===== config.mk =====
export PLATFORM = sky130hd
export DESIGN_NAME = usbf_pkt_tx
export DESIGN_NICKNAME = d
export VERILOG_FILES = /design/src/rtl/usbf_pkt_tx.sv
export SDC_FILE = /design/constraint.sdc
export NUM_CORES = 1
export LEC_CHECK = 0
export ABC_AREA = 0
export BUFFER_PORTS_ARGS = -buffer_cell sky130_fd_sc_hd__buf_4
export CELL_PAD_IN_SITES_DETAIL_PLACEMENT = 1
export CELL_PAD_IN_SITES_GLOBAL_PLACEMENT = 2
export CORE_UTILIZATION = 33
export DETAILED_ROUTE_END_ITERATION = 8
export PLACE_DENSITY_LB_ADDON = 0.1
export SYNTH_ARGS = -nofsm -noshare
export SYNTH_HDL_FRONTEND = slang
export SYNTH_SLANG_ARGS = --single-unit
export TNS_END_PERCENT = 30

===== constraint.sdc =====
create_clock -name clk -period 2.3 [get_ports clk]
set_input_delay 0.115 -clock clk [delete_from_list [all_inputs] [get_ports clk]]
set_output_delay 0.115 -clock clk [all_outputs]
set_load 0.05 [all_outputs]

===== src/rtl/usbf_pkt_tx.sv =====
`default_nettype none
// ============================================================================
// usbf_pkt_tx : USB 2.0 device packet transmitter (handshake / PID+payload+CRC16) on 8-bit UTMI
// Revision 1.0
// ============================================================================
module usbf_pkt_tx #(
    parameter int MAX_PAYLOAD = 512,
    parameter int CNT_W       = 11
) (
    input  logic             clk,
    input  logic             rst_n,
    input  logic             req_valid_i,
    output logic             req_ready_o,
    input  logic [3:0]       req_pid_i,
    input  logic             req_zlp_i,
    input  logic [7:0]       tx_data_i,
    input  logic             tx_data_valid_i,
    input  logic             tx_data_last_i,
    output logic             tx_data_ready_o,
    output logic [7:0]       utmi_data_o,
    output logic             utmi_txvalid_o,
    input  logic             utmi_txready_i,
    output logic             tx_busy_o,
    output logic             tx_done_o,
    output logic             tx_err_o,
    output logic [CNT_W-1:0] tx_count_o
);

    localparam logic [CNT_W-1:0] MAX_CNT = CNT_W'(MAX_PAYLOAD);

    typedef enum logic [2:0] {
        S_IDLE   = 3'd0,
        S_PID    = 3'd1,
        S_DATA   = 3'd2,
        S_CRC_LO = 3'd3,
        S_CRC_HI = 3'd4
    } state_t;

    state_t           state;
    state_t           next_state;
    logic [3:0]       pid;
    logic             zlp;
    logic [15:0]      crc;
    logic [CNT_W-1:0] count;
    logic             done;
    logic             err;
    logic             accept;
    logic             abort;
    logic             finish;
    logic [7:0]       data_out;

    // Reflected CRC16 (poly 0xA001), one full byte per call, LSB first.
    function automatic logic [15:0] crc16_byte(input logic [15:0] c_in, input logic [7:0] d);
        logic [15:0] c;
        c = c_in ^ {8'h00, d};
        for (int i = 0; i < 8; i++) begin
            if (c[0]) c = (c >> 1) ^ 16'hA001;
            else      c = c >> 1;
        end
        return c;
    endfunction

    always_comb begin
        next_state = state;
        accept     = 1'b0;
        abort      = 1'b0;
        finish     = 1'b0;
        data_out   = 8'h00;
        case (state)
            S_IDLE: begin
                if (req_valid_i) next_state = S_PID;
            end
            S_PID: begin
                data_out = {~pid, pid};
                if (utmi_txready_i) begin
                    if (pid[1:0] != 2'b11) begin
                        next_state = S_IDLE;
                        finish     = 1'b1;
                    end else if (zlp) begin
                        next_state = S_CRC_LO;
                    end else begin
                        next_state = S_DATA;
                    end
                end
            end
            S_DATA: begin
                data_out = tx_data_i;
                if (utmi_txready_i) begin
                    // Underrun or a byte beyond the payload limit truncates the packet.
                    if (!tx_data_valid_i || (count == MAX_CNT && !tx_data_last_i)) begin
                        abort      = 1'b1;
                        next_state = S_IDLE;
                    end else begin
                        accept = 1'b1;
                        if (tx_data_last_i) next_state = S_CRC_LO;
                    end
                end
            end
            S_CRC_LO: begin
                data_out = ~crc[7:0];
                if (utmi_txready_i) next_state = S_CRC_HI;
            end
            S_CRC_HI: begin
                data_out = ~crc[15:8];
                if (utmi_txready_i) begin
                    next_state = S_IDLE;
                    finish     = 1'b1;
                end
            end
            default: next_state = S_IDLE;
        endcase
    end

    always_ff @(posedge clk or negedge rst_n) begin
        if (!rst_n) begin
            state <= S_IDLE;
            pid   <= 4'h0;
            zlp   <= 1'b0;
            crc   <= 16'hFFFF;
            count <= '0;
            done  <= 1'b0;
            err   <= 1'b0;
        end else begin
            state <= next_state;
            done  <= finish;
            err   <= abort;
            if (state == S_IDLE && req_valid_i) begin
                pid   <= req_pid_i;
                zlp   <= req_zlp_i;
                crc   <= 16'hFFFF;
                count <= '0;
            end
            if (accept) begin
                crc   <= crc16_byte(crc, tx_data_i);
                count <= count + 1'b1;
            end
        end
    end

    assign req_ready_o     = (state == S_IDLE);
    assign tx_busy_o       = (state != S_IDLE);
    assign utmi_txvalid_o  = (state != S_IDLE);
    assign utmi_data_o     = data_out;
    assign tx_data_ready_o = accept;
    assign tx_done_o       = done;
    assign tx_err_o        = err;
    assign tx_count_o      = count;

endmodule
`default_nettype wire


* Word-level counts from Yosys, hierarchy flattened
Cells that the tools add are included.
Storage, ports and cells: register bits after elaboration 37, bits of input ports 19
Operators by class: $add $sub $neg 1, eq/ne operators 12, mux-type cells 40, bitwise gates (word level) 12, reduce and logical (&&, ||, !) cells 9
Operator list (number):
- $mux W16 | 17
- $pmux W8 S4 | 1
- $not A2 Y3 | 8
- $mux W11 | 2
- $mux W3 | 7
- $not A8 Y8 | 2
- $xor A16 B8 Y16 | 1
- $pmux W3 S5 | 1
- $ne A2 B2 Y1 const B | 6
- $add A11 B1 Y11 const B | 1
- $eq A11 B10 Y1 const B | 1
- $mux W1 | 10
- $eq A3 B2 Y1 const B | 2
- $reduce_and A6 Y1 | 1
- $not A4 Y4 | 1
- $eq A3 B1 Y1 const B | 1
- $eq A3 B3 Y1 const B | 1
- $logic_not A3 Y1 | 1
- $ne A3 B3 Y1 const B | 1
- $reduce_bool A3 Y1 | 1
- $logic_and A1 B1 Y1 | 2
- $logic_not A1 Y1 | 2
- $mux W2 | 1
- $pmux W1 S2 | 1
- other kinds (2) | 2

* Logic depth before layout (Yosys ltp)
depth after elaboration 28, depth in mapped cells 9

* Worst setup path after synthesis
Ideal clock, no wire load.
path kind reg2reg, start point reg state[0], end point reg crc[4], library setup time 0.061 ns, arrival 3.173 ns, data required time 2.239 ns, setup slack -0.934 ns, cell stages (with the launch flop) 8, path buffers 2, clock period less this slack 3.234 ns, cells stage by stage dfrtp_1 clkbuf_1 nor3_1 inv_1 nor2_1 clkbuf_1 o21ai_0 nand2_1
On the way: cells in the longest elaborated chain, start to end 3, elaborated cells on any way between the ends 6, those cells by class eq/ne (1); mux (2); reduce/logical (3)
Ends and longest elaborated chain:
- from (decl) | line 39 | state_t state;
- from (signal assigned) | line 124 | state <= next_state;
- $logic_not A3 Y1
- via req_ready_o | line 13 | output logic req_ready_o,
- $logic_and A1 B1 Y1 | line 127 | if (state == S_IDLE && req_valid_i) begin
- $reduce_bool A2 Y1 (no source line)
- to (signal assigned) | line 134 | crc <= crc16_byte(crc, tx_data_i);
- to (decl) | line 43 | logic [15:0] crc;
The timed path passes the listed nets, and every way through them passes these cells. A chain may end at the register's enable or synchronous reset.

* Worst setup path after layout
start point reg count[0] (netlist: tx_count_o[0]), end point out tx_data_ready_o
On the way: cells in the longest elaborated chain, start to end 6
Ends and longest elaborated chain:
- from (decl) | line 44 | logic [CNT_W-1:0] count;
- from (signal assigned) | line 135 | count <= count + 1'b1;
- $eq A11 B10 Y1 | line 90 | if (!tx_data_valid_i || (count == MAX_CNT && !tx_data_last_i)) begin
- $logic_and A1 B1 Y1 | line 90
- $logic_or A1 B1 Y1 | line 90
- $mux W1 | line 90
- $mux W1 | line 88 | if (utmi_txready_i) begin
- $mux W1 | line 69 | case (state)
- to (decl) | line 19 | output logic tx_data_ready_o,
Every way passes these cells.

==> results.toml <==
[synthesis]
ys_seq_area_share_pct = 42.1
async_flop_share_pct = 100
synth_edf_count = 0
synthFlopType = "dfrtp_1"
syn-num-nets = 273
ys.warnings.count = 0
netlist_area_um2 = 2250
netlist_instances = 252
ys_ff_latch = 37
yosysUniqueCellTypes = 43
syn_area_per_cell_um2 = 8.91

[timing]
max_slew_margin_pct = 66.9
fin_crit_sh_pct = 91.4
drv_slew = 0
rsz0062_at_grt = "false"
final.setup.tns_ps = 0
finalSetupViolCount = 0
hold_slack_ps = 6.64
clock.fmax_mhz = 476
setup_slack_ps = 197
fin_skew_ps = 11.6
worstMarginPinSlew_ps = 496
hold_violations = 0
layout_min_cycle_time_ps = 2100

[route]
routed_wl_um = 6570
drcViolationCount = 5
drtIter0Drc = 79
dr_total_vias = 2038
drtAntennaViolNets = 0
firstDrtPassIters = 6
wl_per_cell_um = 17.5
viasPerCell = 5.42

[critical_path]
path_delay_family = "buffers and inverters"
cp-start-kind = "flip-flop"
path_buf_inv = 4
cp.required_ps = 2180
crit_slowest_cell = "dfrtp_1"
path_cells = "inv_1, ha_1, nor4b_2, nand3_1, nand2_1, inv_2, buf_6, buf_4"
cp_max_fo = 24
crit_path_max_incr_delay_ps = 450
path_class = "flip-flop to output port"
crit_path_end_kind = "output port"
crit_arrival_ps = 1990

[global_route]
grtUsageTotal_pct = 19.7
grt_pass1_wl_um = 10900
grt.overflow.total = 0
first_global_vias = 2111
antenna_found_initial = 0
grt_max_degree = 38

[clock_network]
clock-sinks = 37
clk_latency_ps = 300
clkTransAtPathRegs_ps = 90
cts_setup_buffers = 0
numCtsBuffers = 5
cts-root-buf = "clkbuf_8"
cts_tree = "done"
htree_levels = 2
clockBufferDepth = 2

[job]
drv_cap = 0

[die]
start_util_pct = 34.8
dieWidth_um = 84.5
die-height_um = 84.5
die_area_um2 = 7140
coreArea_um2 = 6460
core.rowCount = 29
ios = 44

[run_status]
status = "finished with violations"
violations = "design-rule violations"

[placed_design]
placed_cells = 367
place_congestion = 0.752
place_area_um2 = 2690
post-place-ws_ps = 325
port_buffers = 43
dp_hpwl_um = 4710

[min_path]
hold_path.class = "input pin to flip-flop"

[layout]
final_cells = 376
antenna_cells = 0
drive_gt1_share_pct = 30.1
areaGrowthSynthToFinish_pct = 24.7
fillCellCount = 774
fin_util_pct = 43.4
num-nets-final = 319
stdcell_area_um2 = 2800

[pwr]
p_per_area_nw_per_um2 = 1530
total_power_mw = 4.29
ir_worst_vdd_v = 0.000407
p_leak_nw = 1.21
==> kinds of logic (layout without fill, tap and decap cells) <==
kind of cell	Yosys count	count (layout)	share of synthesized area, %
compound gates	73	73	19.3
xor+xnor	24	24	12.2
fa+ha+maj	2	2	1.11
buf+inv	25	72	4.57
flops	37	37	42.1
mux	6	6	2.67
simple gates	85	85	18.0
==> flip-flops by register name, indices dropped and copies added, names as in the netlist <==
register and flops:
crc 16, tx_count_o 11, pid 4, state 3, tx_done_o 1, tx_err_o 1, zlp 1
==> worst min-delay path, stage by stage <==
cell and delay [ps]:
buf_4 80, nand2_1 40, nand2_1 50
==> synthesized netlist by cell type (7+ instances only) <==
cell     count  area [um^2]
a21oi_1     16         80.1
nand3_1      7         35.0
nand2_1     36          135
xnor2_1     12          105
nor2_1      13         48.8
nor3_1       8         40.0
dfstp_2     16          420
inv_1        8         30.0
o21ai_0     29          145
o22ai_1     10         62.6
dfrtp_1     21          526
==> worst paths after layout <==
check | from | slack [ps] | cells after the start | to
worst min-delay path | req_pid_i[0] | 7 | 3 | pid[0]$_DFFE_PN0P_
min in group asynchronous | rst_n | 320 | 2 | tx_done_o$_DFF_PN0_
worst max-delay path | tx_count_o[0]$_DFFE_PN0P_ | 200 | 8 | tx_data_ready_o
worst max register to register | tx_count_o[0]$_DFFE_PN0P_ | 450 | 9 | tx_count_o[6]$_DFFE_PN0P_
max in group asynchronous | rst_n | 1600 | 2 | crc[2]$_DFFE_PN1P_
worst min register to register | crc[13]$_DFFE_PN1P_ | 470 | 2 | crc[5]$_DFFE_PN1P_
==> final cells by class <==
| cell class | instances | area (um^2) | share of cell area (%) |
|---|---|---|---|
| Tap cell | 77 | 96.3 | 3.44 |
| Clock buffer | 5 | 68.8 | 2.46 |
| Inverter | 10 | 37.5 | 1.34 |
| Multi-Input combinational cell | 190 | 1210 | 43.4 |
| Clock inverter | 3 | 25.0 | 0.894 |
| Sequential cell | 37 | 946 | 33.8 |
| Timing Repair Buffer | 54 | 412 | 14.7 |
==> cell usage in the layout, fill, tap and decap left out, types with 3 or more instances in the layout <==
master	netlist	routed
buf_4	1	52
nand2_1	36	36
o21ai_0	29	29
dfrtp_1	21	21
a21oi_1	16	16
dfstp_2	16	16
nor2_1	13	13
xnor2_1	12	12
o22ai_1	10	10
inv_1	8	8
nand3_1	7	7
nor3_1	8	7
mux2i_1	6	6
xnor2_2	6	6
a22oi_1	5	5
xor2_1	5	5
clkbuf_8	0	5
nand4_1	4	4
o211ai_1	3	3
and3_1	3	3
o31ai_1	3	3
==> repair_timing <==
item                       4_1_cts  5_1_grt
hold endpoints to repair        21        0
setup endpoints to repair        0        1
gates resized for setup          0        2
hold buffers                     1        0
==> routing by layer <==
metal / vias to the layer above / wire length [um] / global-route usage [%] / part of all wire [%]
li1: 978 / - / - / -
met1: 1014 / 3100 / 26.1 / 47
met2: 37 / 3160 / 32.6 / 48
met3: 9 / 191 / 3.15 / 2.9
met4: 0 / 119 / 6.93 / 1.8
met5: - / 0 / 0 / 0
==> report_power, final <==
part	total (mW)	internal (mW)	switching, mW
Combinational	2.69	1.01	1.68
Sequential	1.11	0.913	0.202
Clock	0.487	0.221	0.266
Note: power is estimated with default switching activity, not from simulation.
